## config.mk

```make
export PLATFORM = sky130hd
export DESIGN_NAME = uart_bus_master_flat
export DESIGN_NICKNAME = d
export VERILOG_FILES = /design/src/rtl/uart_bus_master_if.sv /design/src/rtl/uart_bus_master.sv /design/src/flat_wrapper.sv
export SDC_FILE = /design/constraint.sdc
export NUM_CORES = 1
export LEC_CHECK = 0
export BUFFER_PORTS_ARGS = -buffer_cell sky130_fd_sc_hd__buf_2
export CAP_MARGIN = 0
export CORE_ASPECT_RATIO = 1.1
export CORE_MARGIN = 2
export CORE_UTILIZATION = 51
export CTS_CLUSTER_DIAMETER = 150
export DETAILED_ROUTE_END_ITERATION = 6
export PLACE_DENSITY = 0.74
export SLEW_MARGIN = 30
export SYNTH_ARGS = -nofsm -noshare
export SYNTH_HDL_FRONTEND = slang
export SYNTH_SLANG_ARGS = --single-unit
```

## constraint.sdc

```tcl
create_clock -name clk_i -period 4.6 [get_ports clk_i]
set_input_delay 0.46 -clock clk_i [delete_from_list [all_inputs] [get_ports clk_i]]
set_output_delay 0.46 -clock clk_i [all_outputs]
set_load 0.02 [all_outputs]
```

## src/rtl/uart_bus_master_if.sv

```systemverilog
// Wishbone-style single-cycle bus between the UART command decoder and the krake core.
interface uart_bus_master_if;
    logic       stb_o;
    logic       we_o;
    logic [7:0] adr_o;
    logic [7:0] dat_o;
    logic       ack_i;

    modport master (output stb_o, we_o, adr_o, dat_o, input ack_i);
    modport slave  (input stb_o, we_o, adr_o, dat_o, output ack_i);
endinterface

```

## src/rtl/uart_bus_master.sv

```systemverilog
// UART 8N1 command receiver: 'W' adr dat -> write cycle, 'R' adr -> read cycle on the
// internal bus, with frame, command and acknowledge-timeout error pulses.
module uart_bus_master #(
    parameter int unsigned CLKS_PER_BIT = 217,
    parameter int unsigned ACK_TIMEOUT  = 64
) (
    input  logic              clk_i,
    input  logic              rst_i,
    input  logic              rxd,
    uart_bus_master_if.master bus,
    output logic              busy,
    output logic              frame_err,
    output logic              cmd_err,
    output logic              to_err
);
    localparam int unsigned CW = $clog2(CLKS_PER_BIT);
    localparam int unsigned TW = $clog2(ACK_TIMEOUT + 1);
    localparam logic [7:0] CMD_WR = 8'h57;
    localparam logic [7:0] CMD_RD = 8'h52;

    typedef enum logic [1:0] {R_IDLE, R_START, R_DATA, R_STOP} rx_state_t;
    typedef enum logic [1:0] {P_CMD, P_ADR, P_DAT, P_BUS} p_state_t;

    logic          rxd_m, rxd_s, rxd_d;
    rx_state_t     rx_state;
    logic [CW-1:0] bit_tmr;
    logic [2:0]    bit_cnt;
    logic [7:0]    shift, hold;
    logic          byte_vld;
    p_state_t      p_state;
    logic          we_r;
    logic [TW-1:0] to_cnt;
    logic          half_c, full_c, stop_ok_c, stop_bad_c, take_c;

    assign half_c     = (bit_tmr == CW'(CLKS_PER_BIT / 2 - 1));
    assign full_c     = (bit_tmr == CW'(CLKS_PER_BIT - 1));
    assign stop_ok_c  = (rx_state == R_STOP) && full_c && rxd_s;
    assign stop_bad_c = (rx_state == R_STOP) && full_c && !rxd_s;
    // A frame error pre-empts consumption so the held byte survives for the next cycle
    assign take_c     = byte_vld && (p_state != P_BUS) && !stop_bad_c;
    assign busy       = (p_state != P_CMD) | byte_vld;

    // Two-flop synchroniser plus one delayed copy for falling-edge detection
    always_ff @(posedge clk_i or negedge rst_i) begin
        if (!rst_i) begin
            rxd_m <= 1'b1;
            rxd_s <= 1'b1;
            rxd_d <= 1'b1;
        end else begin
            rxd_m <= rxd;
            rxd_s <= rxd_m;
            rxd_d <= rxd_s;
        end
    end

    // Receiver: mid-bit sampling, never stalls, single-entry holding register
    always_ff @(posedge clk_i or negedge rst_i) begin
        if (!rst_i) begin
            rx_state  <= R_IDLE;
            bit_tmr   <= '0;
            bit_cnt   <= '0;
            shift     <= '0;
            hold      <= '0;
            byte_vld  <= 1'b0;
            frame_err <= 1'b0;
        end else begin
            frame_err <= stop_bad_c;
            if (stop_ok_c) begin
                hold     <= shift;
                byte_vld <= 1'b1;
            end else if (take_c) begin
                byte_vld <= 1'b0;
            end
            case (rx_state)
                R_IDLE: begin
                    bit_tmr <= '0;
                    bit_cnt <= '0;
                    if (rxd_d && !rxd_s) rx_state <= R_START;
                end
                R_START: begin
                    if (half_c) begin
                        bit_tmr  <= '0;
                        rx_state <= rxd_s ? R_IDLE : R_DATA;
                    end else begin
                        bit_tmr <= bit_tmr + CW'(1);
                    end
                end
                R_DATA: begin
                    if (full_c) begin
                        bit_tmr <= '0;
                        shift   <= {rxd_s, shift[7:1]};
                        bit_cnt <= bit_cnt + 3'd1;
                        if (bit_cnt == 3'd7) rx_state <= R_STOP;
                    end else begin
                        bit_tmr <= bit_tmr + CW'(1);
                    end
                end
                R_STOP: begin
                    if (full_c) begin
                        bit_tmr  <= '0;
                        rx_state <= R_IDLE;
                    end else begin
                        bit_tmr <= bit_tmr + CW'(1);
                    end
                end
                default: rx_state <= R_IDLE;
            endcase
        end
    end

    // Parser and bus cycle generator
    always_ff @(posedge clk_i or negedge rst_i) begin
        if (!rst_i) begin
            p_state   <= P_CMD;
            we_r      <= 1'b0;
            to_cnt    <= '0;
            bus.stb_o <= 1'b0;
            bus.we_o  <= 1'b0;
            bus.adr_o <= '0;
            bus.dat_o <= '0;
            cmd_err   <= 1'b0;
            to_err    <= 1'b0;
        end else begin
            cmd_err <= 1'b0;
            to_err  <= 1'b0;
            if (stop_bad_c && (p_state != P_BUS)) begin
                p_state <= P_CMD;
            end else begin
                case (p_state)
                    P_CMD: begin
                        if (byte_vld) begin
                            if (hold == CMD_WR) begin
                                we_r    <= 1'b1;
                                p_state <= P_ADR;
                            end else if (hold == CMD_RD) begin
                                we_r    <= 1'b0;
                                p_state <= P_ADR;
                            end else begin
                                cmd_err <= 1'b1;
                            end
                        end
                    end
                    P_ADR: begin
                        if (byte_vld) begin
                            bus.adr_o <= hold;
                            if (we_r) begin
                                p_state <= P_DAT;
                            end else begin
                                bus.stb_o <= 1'b1;
                                bus.we_o  <= 1'b0;
                                to_cnt    <= '0;
                                p_state   <= P_BUS;
                            end
                        end
                    end
                    P_DAT: begin
                        if (byte_vld) begin
                            bus.dat_o <= hold;
                            bus.stb_o <= 1'b1;
                            bus.we_o  <= 1'b1;
                            to_cnt    <= '0;
                            p_state   <= P_BUS;
                        end
                    end
                    P_BUS: begin
                        if (bus.ack_i) begin
                            bus.stb_o <= 1'b0;
                            bus.we_o  <= 1'b0;
                            p_state   <= P_CMD;
                        end else if (to_cnt == TW'(ACK_TIMEOUT - 1)) begin
                            bus.stb_o <= 1'b0;
                            bus.we_o  <= 1'b0;
                            to_err    <= 1'b1;
                            p_state   <= P_CMD;
                        end else begin
                            to_cnt <= to_cnt + TW'(1);
                        end
                    end
                    default: p_state <= P_CMD;
                endcase
            end
        end
    end
endmodule

```

## src/flat_wrapper.sv

```systemverilog
// flat-port wrapper written by rule: the top's interface ports become plain ports
module uart_bus_master_flat 
#(
    parameter int unsigned CLKS_PER_BIT = 217,
    parameter int unsigned ACK_TIMEOUT  = 64
)
  (clk_i, rst_i, rxd, busy, frame_err, cmd_err, to_err, bus_stb_o, bus_we_o, bus_adr_o, bus_dat_o, bus_ack_i);
  uart_bus_master_if bus_i ();
  input  logic clk_i;
  input  logic rst_i;
  input  logic rxd;
  output logic busy;
  output logic frame_err;
  output logic cmd_err;
  output logic to_err;
  output wire logic [$bits(bus_i.stb_o)-1:0] bus_stb_o;
  output wire logic [$bits(bus_i.we_o)-1:0] bus_we_o;
  output wire logic [$bits(bus_i.adr_o)-1:0] bus_adr_o;
  output wire logic [$bits(bus_i.dat_o)-1:0] bus_dat_o;
  input wire logic [$bits(bus_i.ack_i)-1:0] bus_ack_i;
  assign bus_stb_o = bus_i.stb_o;
  assign bus_we_o = bus_i.we_o;
  assign bus_adr_o = bus_i.adr_o;
  assign bus_dat_o = bus_i.dat_o;
  assign bus_i.ack_i = bus_ack_i;
  uart_bus_master #(.CLKS_PER_BIT(CLKS_PER_BIT), .ACK_TIMEOUT(ACK_TIMEOUT)) u_core (.clk_i(clk_i), .rst_i(rst_i), .rxd(rxd), .bus(bus_i), .busy(busy), .frame_err(frame_err), .cmd_err(cmd_err), .to_err(to_err));
endmodule
```

After elaboration in Yosys (flattened, before gate mapping)
Index checks and enable logic that the tools add are counted.
- bits in registers: 64
- input port bits: 4
- output and inout bits: 22
- word-level logic and storage cells: 129
- add/sub/neg operators: 3
- equality and inequality tests: 29
- mux-type cells: 50
- bitwise operators: 2
- reductions and logical operators: 26
- operator list (kind ; count):
    2-to-1 mux 7 bit ; 5
    2-to-1 mux 2 bit ; 14
    == test 8 x 7 -> 1 bit (second input constant) ; 3
    one-hot mux 8 bit (3 select lines) ; 1
    2-to-1 mux 1 bit ; 21
    one-hot mux 7 bit (3 select lines) ; 1
    2-to-1 mux 8 bit ; 2
    one-hot mux 2 bit (4 select lines) ; 2
    inequality test 2 x 1 -> 1 bit (second input constant) ; 7
    AND reduction 5 bit ; 2
    inequality test 3 x 1 -> 1 bit (second input constant) ; 3
    adder 8 x 1 -> 8 bit (second input constant) ; 1
    == test 2 bit (second input constant) ; 4
    == test 8 bit (second input constant) ; 1
    inequality test 2 bit (second input constant) ; 4
    nonzero test 2 bit ; 4
    adder 7 x 1 -> 7 bit (second input constant) ; 1
    == test 7 x 6 -> 1 bit (second input constant) ; 1
    logical AND 1 bit ; 7
    AND reduction 7 bit ; 1
    one-hot mux 1 bit (3 select lines) ; 2
    one-hot mux 3 bit (2 select lines) ; 1
    AND reduction 3 bit ; 2
    AND reduction 6 bit ; 1
    15 further kinds ; 19

Longest topological paths before layout
- word-level depth: 7
- depth in mapped cells: 8
- mapped depth without buffers: 7

Least setup slack after synthesis
Ideal clock, no wire load.
- kind: register to register
- start: register u_core.p_state[0]
- end: register u_core.bus.we_o
- setup time: 128 ps
- arrival: 1825 ps
- data required time: 4472 ps
- setup slack: 2647 ps
- stages on the path, launching flop included: 8
- path buffers: 1
- clock period less this slack: 1953 ps
- cell sequence: dfrtp_1 -> ha_1 -> buf_2 -> nor3b_1 -> nand4_4 -> nand3b_4 -> nand2b_1 -> mux2_1
- cells in the longest elaborated chain, start to end: 4
- elaborated cells between the ends (all ways): 13
- those cells by class: eq/ne (8); mux (1); bitwise (1); reduce/logical (3)
- ends and longest elaborated chain (element ; line ; text):
    start, declared ; uart_bus_master.sv:30 ; p_state_t p_state;
    start signal, assigned ; uart_bus_master.sv:114 ; p_state <= P_CMD;
    start signal, assigned ; uart_bus_master.sv:127 ; p_state <= P_CMD;
    start signal, assigned ; uart_bus_master.sv:134 ; p_state <= P_ADR;
    parallel branches: the longest is 4 deep, another holds AND reduction 6 bit ; -- ;
    end signal, assigned ; uart_bus_master.sv:118 ; bus.we_o <= 1'b0;
    end signal, assigned ; uart_bus_master.sv:150 ; bus.we_o <= 1'b0;
    end signal, assigned ; uart_bus_master.sv:160 ; bus.we_o <= 1'b1;
    end, declared ; uart_bus_master_if.sv:9 ; modport master (output stb_o, we_o, adr_o, dat_o, input ack_i);
Several ways; the timed one is not identified.
A chain may end at the register's enable or synchronous reset.

Final worst setup path
Ends and elaborated chain as after synthesis.

==> flow_metrics.py <==
metrics = {
    "critical_path": {
        "crit_path_end_kind": "register",
        "critical_path.max_fanout": 13,
        "cp.arrival_ps": 2420,
        "data_required_time_of_the_worst_path_ps": 4810,
        "startpoint_type": "register",
        "worstPathCellList": "ha_1 > nor3b_1 > nand4_4 > nand3b_4 > nand2b_1 > mux2_1",
        "r2r_cells": 6,
        "cpPeakStageDelay_ps": 440,
        "cp_num_buf_inv": 0,
        "crit_slowest_cell": "sky130_fd_sc_hd__dfrtp_1",
        "critical_path_depth": 6,
        "criticalPathCategory": "register to register",
        "crit_family": "simple AND/OR/NAND/NOR gates",
    },
    "power": {
        "power_mw": 1.17,
        "total_net_switching_power_mw": 0.285,
        "power.share.combinational_pct": 7.7,
        "worst_ir_drop_vdd_mv": 0.230,
        "leakage_nw": 1.66,
        "power_density_nw_per_um2": 353,
        "power.switching_fraction_pct": 24.3,
        "internal-power_mw": 0.887,
        "clock_power_share_pct": 39.5,
        "seqPwrFrac_pct": 52.8,
    },
    "sta": {
        "fin_tns_setup_ps": 0,
        "minimum_clock_period_after_layout_ps": 2220,
        "timing.final.setup_violations": 0,
        "pins_over_their_slew_limit": 0,
        "rsz_0062_raised_after_global_routing": "false",
        "worst_clock_skew_ps": 9.35,
        "layout_worst_path_cycle_share_pct": 48.2,
        "max_freq_ghz": 0.451,
        "timing.final.hold_violations": 0,
        "relSlewSlack_pct": 60.8,
        "max_slew.worst_pin.slew_ps": 589,
    },
    "routing": {
        "drtAntennaViolNets": 0,
        "viasPerCell": 5.39,
        "detail_route.drc_violations": 0,
        "post_drt_wl_per_cell_um": 14.0,
        "drt_pre_antenna_iters": 4,
        "routed_wirelength_um": 4840,
        "drt_first_iter_violations": 97,
        "detailroute.via_count": 1861,
    },
    "floorplan": {
        "floorplan.die.width_um": 76.3,
        "core_area_um2": 5470,
        "start_util_pct": 53.7,
        "core.rowCount": 28,
        "die_height_um": 83.6,
        "die-area_um2": 6380,
        "top_level_ports": 26,
    },
    "placement": {
        "gpl.final_weighted_congestion": 0.793,
        "place_area_um2": 3130,
        "dpl.hpwl_um": 3380,
        "buffer_ports.inserted": 25,
        "place_inst": 329,
    },
    "final_layout": {
        "drive_gt1_share_pct": 32.2,
        "num-fill-cells": 448,
        "net_count_reported_at_finish": 279,
        "layout.cells.non_filler": 345,
        "areaGrowthSynthToFinish_pct": 13.3,
        "final_design_area_no_fill_um2": 3320,
        "postLayoutCoreUtil_pct": 60.8,
        "antenna_cells": 0,
        "area_occupied_by_multi_input_gates_um2": 1270,
        "storage_element_area_um2": 1610,
    },
    "clock_tree": {
        "clock-sinks": 64,
        "root_buf_cell": "sky130_fd_sc_hd__clkbuf_8",
        "clock_insertion_delay_worst_skew_ps": 330,
        "count_of_h_tree_levels_built_during_cts": 3,
        "cts_setup_buffers": 0,
        "cts_inserted_buffers": 9,
        "cts_tree": "done",
        "cts_hold_buffers": 0,
        "clock_tree.buffer_depth": 2,
        "reg_clk_slew_reported_paths_ps": 70,
        "cts_resized": 0,
    },
    "synth": {
        "synth-async-reset-ratio_pct": 100,
        "synth.avg_cell_area_um2": 12.6,
        "synth_flop_cell": "sky130_fd_sc_hd__dfrtp_1",
        "netlist-cell-type-count": 46,
        "synth.area.top_cells": "sky130_fd_sc_hd__dfrtp_1 (52%), sky130_fd_sc_hd__mux2_2 (13%), sky130_fd_sc_hd__ha_1 (4.3%)",
        "ys_ff_latch": 64,
        "netlist_area_um2": 2930,
        "synth_area_leader_cell": "sky130_fd_sc_hd__dfrtp_1",
        "syn_inst": 233,
        "synth_sequential_area_ratio_pct": 54.7,
        "synthAdderAreaFrac_pct": 4.26,
        "syn-num-nets": 247,
        "synth_simple_gate_area_share_pct": 16.2,
        "synth_compound_gate_area_share_pct": 6.48,
        "synth_top_cell_area_share_pct": 52.0,
        "main_combinational_cell_family_by_area_after_synthesis": "simple AND/OR/NAND/NOR gates",
        "synth_edf_count": 0,
        "yosys_warnings": 0,
        "yosys.area_share.xor_xnor_pct": 2.09,
        "yosys-mux-area-fraction_pct": 14.2,
    },
    "worst_hold_path": {
        "holdCritPathClass": "input port to asynchronous set/reset pin",
    },
    "global_routing": {
        "grt.overflow.total": 0,
        "via_count_of_the_first_global_routing_pass": 1877,
        "global_route_wire_length_before_repair_um": 8850,
        "grt_max_degree": 49,
        "grt_antenna_before_repair": 0,
        "grt_util_all_layers_pct": 17.6,
    },
    "run": {
        "cap_viol_max_count": 0,
    },
    "status": {
        "outcome": "finished, final reports clean",
    },
}
placed cells by master, fill, tap and decap left out, drive strengths merged, types with 2 or more instances in the layout:
cell	n
a22o	6
dfstp	3
or4	3
a22oi	2
nor3	3
mux2	37
o22ai	2
o2bb2ai	4
and3	4
dfrtp	61
buf	26
xor2	4
nor2b	3
nor2	17
nor3b	3
xnor2	3
ha	10
clkbuf	13
inv	8
nand2	17
o21ai	3
nand3	15
nand4	5
nand3b	2
nand2b	2
final timing paths:
path	start	endpoint	slack, ps
worst max-delay path	u_core.p_state[0]	u_core.bus.we_o	2380
worst min-delay path	rst_i	u_core.shift[5]	30
worst max register to register	u_core.p_state[0]	u_core.bus.we_o	2380
worst min register to register	u_core.rxd_m	u_core.rxd_s	360
max in group asynchronous	rst_i	u_core.bit_cnt[0]	3650
min in group clk_i	rxd	u_core.rxd_m	220
per-stage QoR:
step	hold slack, ps	setup slack [ps]
floorplan	164	2650
global placement	346	2490
detailed placement	350	2410
CTS	18.8	2370
global route	40.3	2220
finish	31.1	2380
power groups by stage:
| stage | registers (mW) | clock network (mW) | logic, mW |
|---|---|---|---|
| 2_1_floorplan | 0.605 | 0 | 0.0862 |
| 3_3_place_gp | 0.630 | 0 | 0.0878 |
| 4_1_cts | 0.619 | 0.480 | 0.0945 |
| 3_5_place_dp | 0.629 | 0 | 0.0931 |
| 6_report | 0.619 | 0.463 | 0.0907 |
| 5_1_grt | 0.625 | 0.509 | 0.101 |
worst reg2reg max path, delay by kind of cell (launching register included):
kind	cells	cell delay (ps)
fa+ha+maj	1	350
simple gates	4	980
flops	1	440
mux	1	330
metal layers:
metal  share of wire (%)  vias to the layer above  GRT usage, %
li1                    -                      903             -
met1                  48                      932          22.8
met2                  48                       22          27.0
met3                 3.0                        4          6.82
met4                0.76                        0          5.95
met5                   0                        -             0
final cells by class:
cell class              count  area share (%)
inverters                   8           0.904
repair buffers             26            3.99
clock buffers              13            4.48
clock inverters             3            1.28
flip-flops and latches     64            48.3
well taps                  75            2.82
multi-input cells         156            38.2
cells by family after synthesis:
group	count (synthesis)
AND/OR/NAND/NOR	80
buffers and inverters	13
multiplexers	37
AO/OA/AOI/OAI	22
XOR/XNOR	7
adder cells (fa/ha/maj)	10
flip-flops	64
Yosys cell counts (all sizes together) (3+ instances only):
cell type,number
mux2,37
or4,3
nand4,5
o2bb2ai,4
xor2,4
xnor2,3
nor2b,3
dfstp,3
dfrtp,61
a22o,6
o21ai,3
inv,8
nor2,17
nand2,17
nor3,3
buf,3
nand3,15
and3,4
ha,10
nor3b,3
registers in the layout, indices dropped and copies added (netlist names), 2 cells and up, named ones only:
signal            count
u_core.shift          8
u_core.p_state        2
u_core.bit_cnt        3
u_core.bit_tmr        8
u_core.hold           8
u_core.to_cnt         7
u_core.bus.adr_o      8
u_core.bus.dat_o      8
Power figures use the tool's default switching activity.
